`src/rtl/base64_to_ascii_dec.sv`:
```
// base64_to_ascii_dec: BASE64 character stream to packed OUT_W-bit ASCII decoder.
// Define BASE64_URL_EN to also accept the URL-safe '-' and '_' characters.
module base64_to_ascii_dec #(
   parameter int OUT_W = 7
) (
   input  logic             clk,
   input  logic             rst,
   input  logic [6:0]       in_char,
   input  logic             in_valid,
   output logic             in_ready,
   output logic [OUT_W-1:0] out_ascii,
   output logic             out_valid,
   input  logic             out_ready,
   output logic             err,
   output logic [3:0]       bit_cnt
);
   localparam int BW = OUT_W + 5;
   localparam logic [3:0] OW = 4'(OUT_W);
   logic [BW-1:0] sh_q, sh_d, ins;
   logic [3:0] cnt_q, cnt_d;
   logic err_q, err_d;
   logic up, lo, dg, plus, slash, pad, legal, acc, emit;
   logic alt62, alt63;
   logic [5:0] idx;
`ifdef BASE64_URL_EN
   assign alt62 = in_char == 7'h2D;
   assign alt63 = in_char == 7'h5F;
`else
   assign alt62 = 1'b0;
   assign alt63 = 1'b0;
`endif
   assign in_ready  = cnt_q < OW;
   assign out_valid = !in_ready;
   assign out_ascii = sh_q[BW-1 -: OUT_W];
   assign err       = err_q;
   assign bit_cnt   = cnt_q;
   always_comb begin
      up    = in_char >= 7'h41 && in_char <= 7'h5A;
      lo    = in_char >= 7'h61 && in_char <= 7'h7A;
      dg    = in_char >= 7'h30 && in_char <= 7'h39;
      plus  = in_char == 7'h2B || alt62;
      slash = in_char == 7'h2F || alt63;
      pad   = in_char == 7'h3D;
      legal = up || lo || dg || plus || slash;
      idx   = up ? 6'(in_char - 7'h41) : lo ? 6'(in_char - 7'h47) :
              dg ? 6'(in_char + 7'h04) : plus ? 6'd62 : 6'd63;
      // held bits stay MSB-aligned, so a new sextet lands just below them
      ins   = {idx, {(BW-6){1'b0}}} >> cnt_q;
      acc   = in_valid && in_ready;
      emit  = out_valid && out_ready;
      sh_d  = emit ? sh_q << OUT_W : (acc && pad) ? '0 : (acc && legal) ? sh_q | ins : sh_q;
      cnt_d = emit ? cnt_q - OW : (acc && pad) ? 4'd0 : (acc && legal) ? cnt_q + 4'd6 : cnt_q;
      err_d = err_q || (acc && !pad && !legal);
   end
   always_ff @(posedge clk) begin
      if (rst) begin
         sh_q  <= '0;
         cnt_q <= '0;
         err_q <= 1'b0;
      end else begin
         sh_q  <= sh_d;
         cnt_q <= cnt_d;
         err_q <= err_d;
      end
   end
endmodule

```
`config.mk`:
```
export PLATFORM = sky130hd
export DESIGN_NAME = base64_to_ascii_dec
export DESIGN_NICKNAME = d
export VERILOG_FILES = /design/src/rtl/base64_to_ascii_dec.sv
export SDC_FILE = /design/constraint.sdc
export NUM_CORES = 1
export LEC_CHECK = 0
export CAP_MARGIN = 10
export CORE_MARGIN = 5
export CORE_UTILIZATION = 50
export CTS_BUF_LIST = sky130_fd_sc_hd__clkbuf_8
export DETAILED_ROUTE_END_ITERATION = 12
export PLACE_DENSITY = 0.75
export SYNTH_ARGS = -nofsm -noshare
export SYNTH_HDL_FRONTEND = slang
export SYNTH_SLANG_ARGS = --single-unit
```
`constraint.sdc`:
```
create_clock -name clk -period 5 [get_ports clk]
set_input_delay 1.5 -clock clk [delete_from_list [all_inputs] [get_ports clk]]
set_output_delay 1.5 -clock clk [all_outputs]
set_load 0.01 [all_outputs]
```
==> run metrics, run 1 <==
fin crit period 4.33 ns; switching power 0.000161 W; Yosys cell types 52; Highest Clock Rate 0.231 GHz; cells after synthesis roughly 240; RSZ-0062 raised after global routing no; Via Count 1819; Internal Power approximately 0.00028 W; min-delay worst type reg -> reg; Tcrit/Tclk final 86.6%; area growth from synthesis to layout 15.5%; CP max-delay cell a2111oi_0; EDFF count, synth 0; number of max-cap violations 0; multi-input logic area 1170 um2; Synth area leaders dfxtp_1, ha_1, nand2_1, o21ai_0, a21oi_1; Die W 67.9 um; Sw Ratio 36.9%; critical path fanouts, max 6; commonest cells in the netlist nand2_1, nor2_1, dfxtp_1, o21ai_0, a21oi_1; #FFs+latches synth 17; die area 4610 um2; Clock Tree Root clkbuf_8; Sequential Power Share 37.3%; CTS buffer count 3; Routed Antenna Nets 0; Async SR Flop Fraction 0%; mean post-synth cell area 7.13 um2; global-route wire length before repair 7700 um; top-area cell type share of the netlist area 20.3%; Leakage Power 0.731 nW; R2R depth 10; Gate power share around two fifths; final core occ 58.9%; clk sinks 17; sequential cell area 340 um2; post-synth top area cell dfxtp_1; most common cell in the netlist nand2_1; row cnt 21; vias per cell 6.21; yosys warns 0; Top FF cell, synth dfxtp_1; DRT Pass-1 Iters 5; Worst Path Arrival approximately 4.5 ns; 1st-iter DRT viols around 170; Port Buffers 24; syn_nets 258; Pwr Density 226 nW/um2; final hold viol count 0; DRT Wirelength around 4700 um; Netlist Area Pre-Place approximately 1700 um2; TNS Setup 0 ns; required time of the critical path 5.12 ns; largest net degree at the start of global routing 15; layout cell share with drive strength beyond 1 under 10%; placed cell area 1890 um2; DRC 0; Final Wtd Congestion roughly 0.9; final number of setup-violating endpoints 0; Worst-path clk slew around 0.07 ns; CP peak stage delay just under 0.6 ns; Final Max Tran Viols 0; Die Y 67.9 um; Worst-Skew Late Latency approximately 0.26 ns; IO Pins 25; Total GRT Usage 21.8%; hold path depth 2; sequential area share after synthesis 20.3%; worst-margin pin slew 0.528 ns; Antenna Cells 0; Routed WL per cell 15.9 um; TritonCTS clock tree done; final instance area roughly 1900 um2; GR Overflow Total 0; critical path class in -> reg; hold buffers post-CTS 0; cell mode on critical path nand2_1; final worst slack 0.670 ns; initial antenna violation count 0; Post-Route Skew approximately 0.0011 ns; number of global-route vias before repair roughly 1600; startpoint types primary input; Slew HR 63.9%; DP HPWL 3570 um; maximum vdd drop 0.0962 mV; pre-CTS setup slack 0.669 ns; CTS Buffer Depth 2; CP Capture Type flop; postcts setup bufs 0; Nets 271; H-tree depth 1; Initial Utilization 51.0%; total core area 3280 um2; status finished, final reports clean; filler instances roughly 330; CP Cell Sequence clkdlybuf4s50_1, inv_1, ha_1, nand2_1, a211oi_1, nand2_1, a31oi_2, o21ai_0, a2111oi_0, nor3_1; Post-CTS Resized 0; Clock Power Share 24.4%
==> power by group through the flow <==
stage	clock network (W)	logic, W	registers (W)
2_1_floorplan	0	0.000119	0.000159
3_3_place_gp	0	0.000164	0.000165
3_5_place_dp	0	0.000164	0.000166
4_1_cts	0.000108	0.000165	0.000162
5_1_grt	0.000112	0.000184	0.000165
6_report	0.000107	0.000167	0.000163
==> worst paths after layout <==
| path | startpoint | to | slack, ns |
|---|---|---|---|
| worst min register to register | sh_q[1] | sh_q[1] | 0.47 |
| worst min-delay path | sh_q[1] | sh_q[1] | 0.47 |
| worst max register to register | bit_cnt[0] | sh_q[10] | 2.52 |
| worst max-delay path | in_char[2] | sh_q[3] | 0.67 |
==> placed cells by master, fill, tap and decap left out, types with 2 or more instances in the layout <==
| master | n |
|---|---|
| nand2_1 | 35 |
| clkdlybuf4s50_1 | 24 |
| nor2_1 | 18 |
| dfxtp_1 | 17 |
| o21ai_0 | 16 |
| a21oi_1 | 14 |
| inv_1 | 12 |
| ha_1 | 12 |
| nor3_1 | 8 |
| a211oi_1 | 8 |
| o211ai_1 | 5 |
| a21boi_0 | 4 |
| a31oi_1 | 4 |
| nand3_1 | 4 |
| nor4_1 | 4 |
| buf_4 | 4 |
| o21a_1 | 3 |
| or3_1 | 3 |
| a211o_1 | 3 |
| and2_1 | 3 |
| o21ai_1 | 3 |
| a22oi_1 | 3 |
| a32oi_1 | 3 |
| clkbuf_8 | 3 |
| nand3b_1 | 2 |
| nand2b_1 | 2 |
| o22ai_1 | 2 |
| o31ai_1 | 2 |
| o21ai_2 | 2 |
| o32ai_1 | 2 |
| o311ai_0 | 2 |
==> cells by family (layout without fill, tap and decap cells) <==
| family | after synthesis | after routing | synth area share (%) |
|---|---|---|---|
| mux | 2 | 2 | 1.49 |
| fa+ha+maj | 12 | 12 | 8.96 |
| compound gates | 90 | 90 | 37.9 |
| flops | 17 | 17 | 20.3 |
| simple gates | 81 | 81 | 21.6 |
| buf+inv | 33 | 45 | 9.71 |
==> through the flow <==
stage	power, W	instances	hold WS (ns)
after floorplan	0.000278	235	0.425
after global placement	0.000329	289	0.444
after detailed placement	0.000329	289	0.454
after CTS	0.000435	293	0.470
after global routing	0.000460	293	0.483
final	0.000437	293	0.467
==> worst max-delay path, delay by kind of cell <==
family,cells,cell delay [ns]
buf+inv,2,0.63
compound gates,4,1.57
fa+ha+maj,1,0.32
simple gates,3,0.41
==> layer usage <==
layer	wire, um	track usage [%]	up-vias
met1	2080	30.1	836
li1	-	-	891
met4	107	7.94	0
met2	2150	34.8	81
met5	0	0	-
met3	320	2.63	11
==> area by class of cell <==
cell class	count	share of cell area [%]
Multi-Input combinational cell	185	60.6
Sequential cell	17	17.6
Timing Repair Buffer	28	14.0
Tap cell	46	2.97
Inverter	13	2.52
Clock buffer	3	2.13
Clock inverter	1	0.259
==> state kept, by name, summed over array words and instances, names as in the netlist <==
signal,count
err,1
sh_q,12
bit_cnt,4
No activity file was read; power rests on OpenSTA's default activity.
==> inputs of run 2 (changes only) <==
Settings changed: ABC_CLOCK_PERIOD_IN_PS set to 5000, MAX_ROUTING_LAYER set to met4, SLEW_MARGIN set to 10.
==> run 2 against run 1 <==
- power fell by 0.32%
- setup slack improved by 0.15 ns
- register-to-register slack improved by 0.02 ns
- critical path type unchanged
==> run metrics, run 2 (synthesis gave the netlist of run 1 again) <==
status finished, final reports clean; Reg2Reg Setup Slack 2.54 ns (+0.02 ns); CP Capture Type flop; Min-Delay Endpoint err; Post-CTS Resized 0 (unchanged); CP Cell Sequence clkdlybuf4s50_1, inv_1, ha_1, nand2_1, a211oi_1, nand2_1, a31oi_2, o21ai_0, a2111oi_0, nor3_1; Post-Route Skew 0.00647 ns (+0.00536 ns); start of the worst register-to-register path bit_cnt[0]; TNS Setup 0 ns (unchanged); largest net degree at the start of global routing 15 (unchanged); min-delay worst type reg -> reg; initial antenna violation count 0 (unchanged); DRT Wirelength 4590 um (-1.4%); critical path fanouts, max 11 (+5); number of global-route vias before repair 1610 (-0.86%); TritonCTS clock tree done; Initial Utilization 51.0% (unchanged); RR Endpoint sh_q[10]; IO Pins 25 (unchanged); layout cell share with drive strength beyond 1 6.10% (-0.38 points); Hold Startpoint err; most frequent cells in the layout nand2_1, clkdlybuf4s50_1, nor2_1, dfxtp_1, o21ai_0; Slew HR 65.5% (+1.6 points); cell mode on critical path nand2_1; CP peak stage delay 0.57 ns (about the same); global-route wire length before repair 7630 um (-0.90%); postcts setup bufs 0 (unchanged); Leakage Power 0.727 nW (-0.57%); maximum vdd drop 0.0887 mV (-7.8%); final number of setup-violating endpoints 0 (unchanged); Port Buffers 24 (unchanged); Tcrit/Tclk final 83.5% (-3.1 points); die area 4610 um2 (unchanged); DRT Pass-1 Iters 4 (-1); CP max-delay cell clkdlybuf4s50_1; hold buffers post-CTS 0 (unchanged); RSZ-0062 raised after global routing no; row cnt 21 (unchanged); fin crit period 4.18 ns (-0.155 ns); hold path depth 2 (unchanged); max FFs per register 12 (unchanged); vias per cell 6.13 (-1.3%); Final Wtd Congestion 0.922 (-0.16%); required time of the critical path 5.13 ns (about the same); number of max-cap violations 0 (unchanged); DP HPWL 3580 um (+0.38%); Die W 67.9 um (unchanged); Routed WL per cell 15.7 um (-1.0%); CTS buffer count 3 (unchanged); Worst-Skew Late Latency 0.26 ns (about the same); total core area 3280 um2 (unchanged); Power, Total 0.000436 W (-0.32%); Total GRT Usage 22.4% (+0.58 points); Worst Path Arrival 4.31 ns (-0.14 ns); final hold viol count 0 (unchanged); GR Overflow Total 0 (unchanged); Clock Tree Root clkbuf_8; Routed Antenna Nets 0 (unchanged); most common cell after layout, fill and taps aside nand2_1; area growth from synthesis to layout 15.1%; worst-margin pin slew 0.516 ns (-0.0116 ns); DRC 0 (unchanged); Highest Clock Rate 0.240 GHz (+3.7%); Worst-path clk slew 0.07 ns (about the same); Final Max Tran Viols 0 (unchanged); H-tree depth 1 (unchanged); 1st-iter DRT viols 193 (+11%); Nets 270 (-0.37%); Die Y 67.9 um (unchanged); R2R depth 9 (-1); most flop-heavy register sh_q; Pwr Density 226 nW/um2 (about the same); CTS Buffer Depth 2 (unchanged); Via Count 1790 (-1.6%); critical path class in -> reg; clk sinks 17 (unchanged); startpoint types primary input; Antenna Cells 0 (unchanged)
==> run 2: cell types whose count changed in the layout (fill, tap and decap cells not counted), sizes merged <==
cell	before	now
buf	4	3
==> run 2: per-stage QoR <==
stage	cells	hold WS (ns)	area, um2	worst slack, ns	util [%]
final	292	0.472	1930	0.825	58.7
after global routing	292	0.511	1930	0.572	58.7
after CTS	292	0.482	1930	0.881	58.7
after detailed placement	288	0.461	1880	0.630	57.3
after global placement	288	0.457	1880	0.574	57.3
after floorplan	235	0.425	1680	1.42	-
==> run 2: worst max path at each step <==
stage,start,end,slack (ns),depth (start not counted)
2_1_floorplan,in_char[3],sh_q[6],1.42,10
3_3_place_gp,in_char[2],sh_q[5],0.57,10
3_5_place_dp,in_char[2],sh_q[5],0.63,10
4_1_cts,in_char[2],sh_q[5],0.88,10
5_1_grt,in_char[2],sh_q[8],0.57,10
6_report,in_char[2],sh_q[3],0.82,10
==> run 2: worst max-delay path: cells and delay by family <==
family	cells	cell delay, ns
AO/OA/AOI/OAI	4	1.34
adder cells (fa/ha/maj)	1	0.28
buffers and inverters	2	0.82
AND/OR/NAND/NOR	3	0.35
==> run 2: per-layer routing <==
layer | GRT usage [%] | routed length [um] | vias up
li1 | - | - | 892
met1 | 28.4 | 2130 | 819
met2 | 36.8 | 2130 | 68
met3 | 2.46 | 237 | 11
met4 | 7.94 | 96 | 0
met5 | - | 0 | -
==> run 2: layout make-up <==
type / instances / area (um2)
fillers: 305 / 1360
multi-input cells: 185 / 1170
flip-flops and latches: 17 / 340
repair buffers: 27 / 263
well taps: 46 / 57.6
inverters: 13 / 48.8
clock buffers: 3 / 41.3
clock inverters: 1 / 5.00
==> run 2: where the power goes <==
group / total [W] / leakage (nW) / switching (W) / internal [W]
combinational: 0.000165 / 0.563 / 0.0000926 / 0.0000725
clock: 0.000108 / 0.0255 / 0.0000521 / 0.0000554
sequential: 0.000163 / 0.139 / 0.0000158 / 0.000147
==> inputs of run 3 (changes only) <==
Settings changed: ABC_CLOCK_PERIOD_IN_PS 5000 to 4200.
Clock period 5 ns to 4.2 ns, I/O delays scaled along.
==> run 3 against run 2 <==
- critical path depth unchanged
- combinational power increased by 21%
- sequential cell count did not move
- final area is 0.78% higher
- clock power grew 15%
- sequential share of layout area fell by 0.14 points
- hold slack about the same
- critical path type unchanged
- largest power group unchanged
==> run metrics, run 3 (synthesis gave the netlist of run 1 again) <==
startpoint types primary input; IO Pins 25 (unchanged); postcts setup bufs 0 (unchanged); fin crit period 3.77 ns; Worst Path Arrival 3.95 ns (-0.36 ns); Nets 272 (+0.74%); hold buffers post-CTS 0 (unchanged); Antenna Cells 0 (unchanged); required time of the critical path 4.38 ns (-0.75 ns); die area 4610 um2 (unchanged); filler instances 320 (+4.9%); layout cell share with drive strength beyond 1 6.85% (+0.76 points); CTS buffer count 3 (unchanged); Highest Clock Rate 0.265 GHz; Die Y 67.9 um (unchanged); Worst-Skew Late Latency 0.25 ns (about the same); Total GRT Usage 21.7% (-0.72 points); max FFs per register 12 (unchanged); placed cell area 1900 um2 (+0.80%); DRT Wirelength 4590 um (-0.11%); R2R depth 9 (unchanged); DRT Pass-1 Iters 7 (+3); critical path fanouts, max 6 (-5); Post-Route Skew 0.00132 ns (-0.00515 ns); most flop-heavy register sh_q; Hold Startpoint sh_q[2]; Routed Antenna Nets 0 (unchanged); largest net degree at the start of global routing 15 (unchanged); vias per cell 6.22 (+1.5%); Routed WL per cell 15.6 um (-0.79%); maximum vdd drop 0.115 mV (+30%); DP HPWL 3590 um (+0.26%); RR Endpoint sh_q[10]; start of the worst register-to-register path bit_cnt[0]; Tcrit/Tclk final about nine tenths; most common cell after layout, fill and taps aside nand2_1; Pwr Density 266 nW/um2 (+18%); 1st-iter DRT viols 160 (-17%); final number of setup-violating endpoints 0 (unchanged); RSZ-0062 raised after global routing no; most frequent cells in the layout nand2_1, clkdlybuf4s50_1, nor2_1, dfxtp_1, o21ai_0; TritonCTS clock tree done; row cnt 21 (unchanged); Clock Tree Root clkbuf_8; Port Buffers 24 (unchanged); critical path class in -> reg; clk sinks 17 (unchanged); hold path depth 2 (unchanged); status finished, final reports clean; Final Wtd Congestion 1.03 (+11%); number of global-route vias before repair 1594 (-0.99%); GR Overflow Total 0 (unchanged); CP Capture Type flop; H-tree depth 1 (unchanged); TNS Setup 0 ns (unchanged); Worst-path clk slew 0.07 ns (about the same); Post-CTS Resized 0 (unchanged); global-route wire length before repair 7600 um (-0.46%); worst-margin pin slew 0.570 ns (+0.0536 ns); Leakage Power 0.737 nW (+1.3%); DRC 0 (unchanged); Min-Delay Endpoint sh_q[2]; total core area 3280 um2 (unchanged); final instance area 1940 um2 (+0.78%); Final Max Tran Viols 0 (unchanged); initial antenna violation count 0 (unchanged); Reg2Reg Setup Slack 1.69 ns (-0.85 ns); final hold viol count 0 (unchanged); min-delay worst type reg -> reg; Die W 67.9 um (unchanged); CTS Buffer Depth 2 (unchanged); Slew HR 61.5% (-4.0 points); Initial Utilization 51.0% (unchanged); Via Count 1829 (+2.2%); area growth from synthesis to layout 16.0%; number of max-cap violations 0 (unchanged)
run 3: worst max-delay path by stage:
stage               startpoint  endpoint  slack, ns
floorplan           in_char[3]   sh_q[6]       0.86
global placement    in_char[3]   sh_q[6]       0.26
detailed placement  in_char[2]   sh_q[8]       0.24
CTS                 in_char[3]   sh_q[6]       0.49
global route        in_char[3]   sh_q[8]       0.24
finish              in_char[2]   sh_q[8]       0.43
run 3: layout make-up:
class	instances	area [um2]	share of cell area (%)
sequential	17	340	17.5
clock inverter	1	5.00	0.258
clock buffer	3	41.3	2.12
timing repair buffer	29	278	14.3
tap	46	57.6	2.96
inverter	13	48.8	2.51
multi-input combinational	185	1170	60.3
run 3: per-layer routing:
metal | track usage (%) | share of wire [%] | up-vias | wire (um)
li1 | - | - | 896 | -
met1 | 29.9 | 45 | 824 | 2070
met2 | 32.3 | 44 | 96 | 2030
met3 | 2.96 | 8.1 | 13 | 372
met4 | 7.69 | 2.6 | 0 | 121
met5 | - | 0 | - | 0
run 3: report_power, final:
group / internal [W] / switching, W
clock network: 0.0000659 / 0.0000585
registers: 0.000175 / 0.0000184
logic: 0.0000875 / 0.000112
run 3: worst max-delay path, cell delays in order:
cell	delay, ns
clkdlybuf4s50_1	0.48
inv_1	0.12
ha_1	0.29
a21boi_0	0.38
o21ai_0	0.15
a31oi_1	0.22
a21oi_1	0.15
o311ai_0	0.56
nand3_1	0.16
a21oi_1	0.17
run 3: through the flow:
stage | cells | setup slack (ns) | total power [W] | utilization, % | hold WS (ns)
after floorplan | 235 | 0.857 | 0.000331 | - | 0.425
after global placement | 290 | 0.261 | 0.000391 | 57.8 | 0.444
after detailed placement | 290 | 0.237 | 0.000391 | 57.8 | 0.450
after CTS | 294 | 0.487 | 0.000515 | 59.2 | 0.471
after global routing | 294 | 0.241 | 0.000550 | 59.2 | 0.506
final | 294 | 0.431 | 0.000518 | 59.2 | 0.472
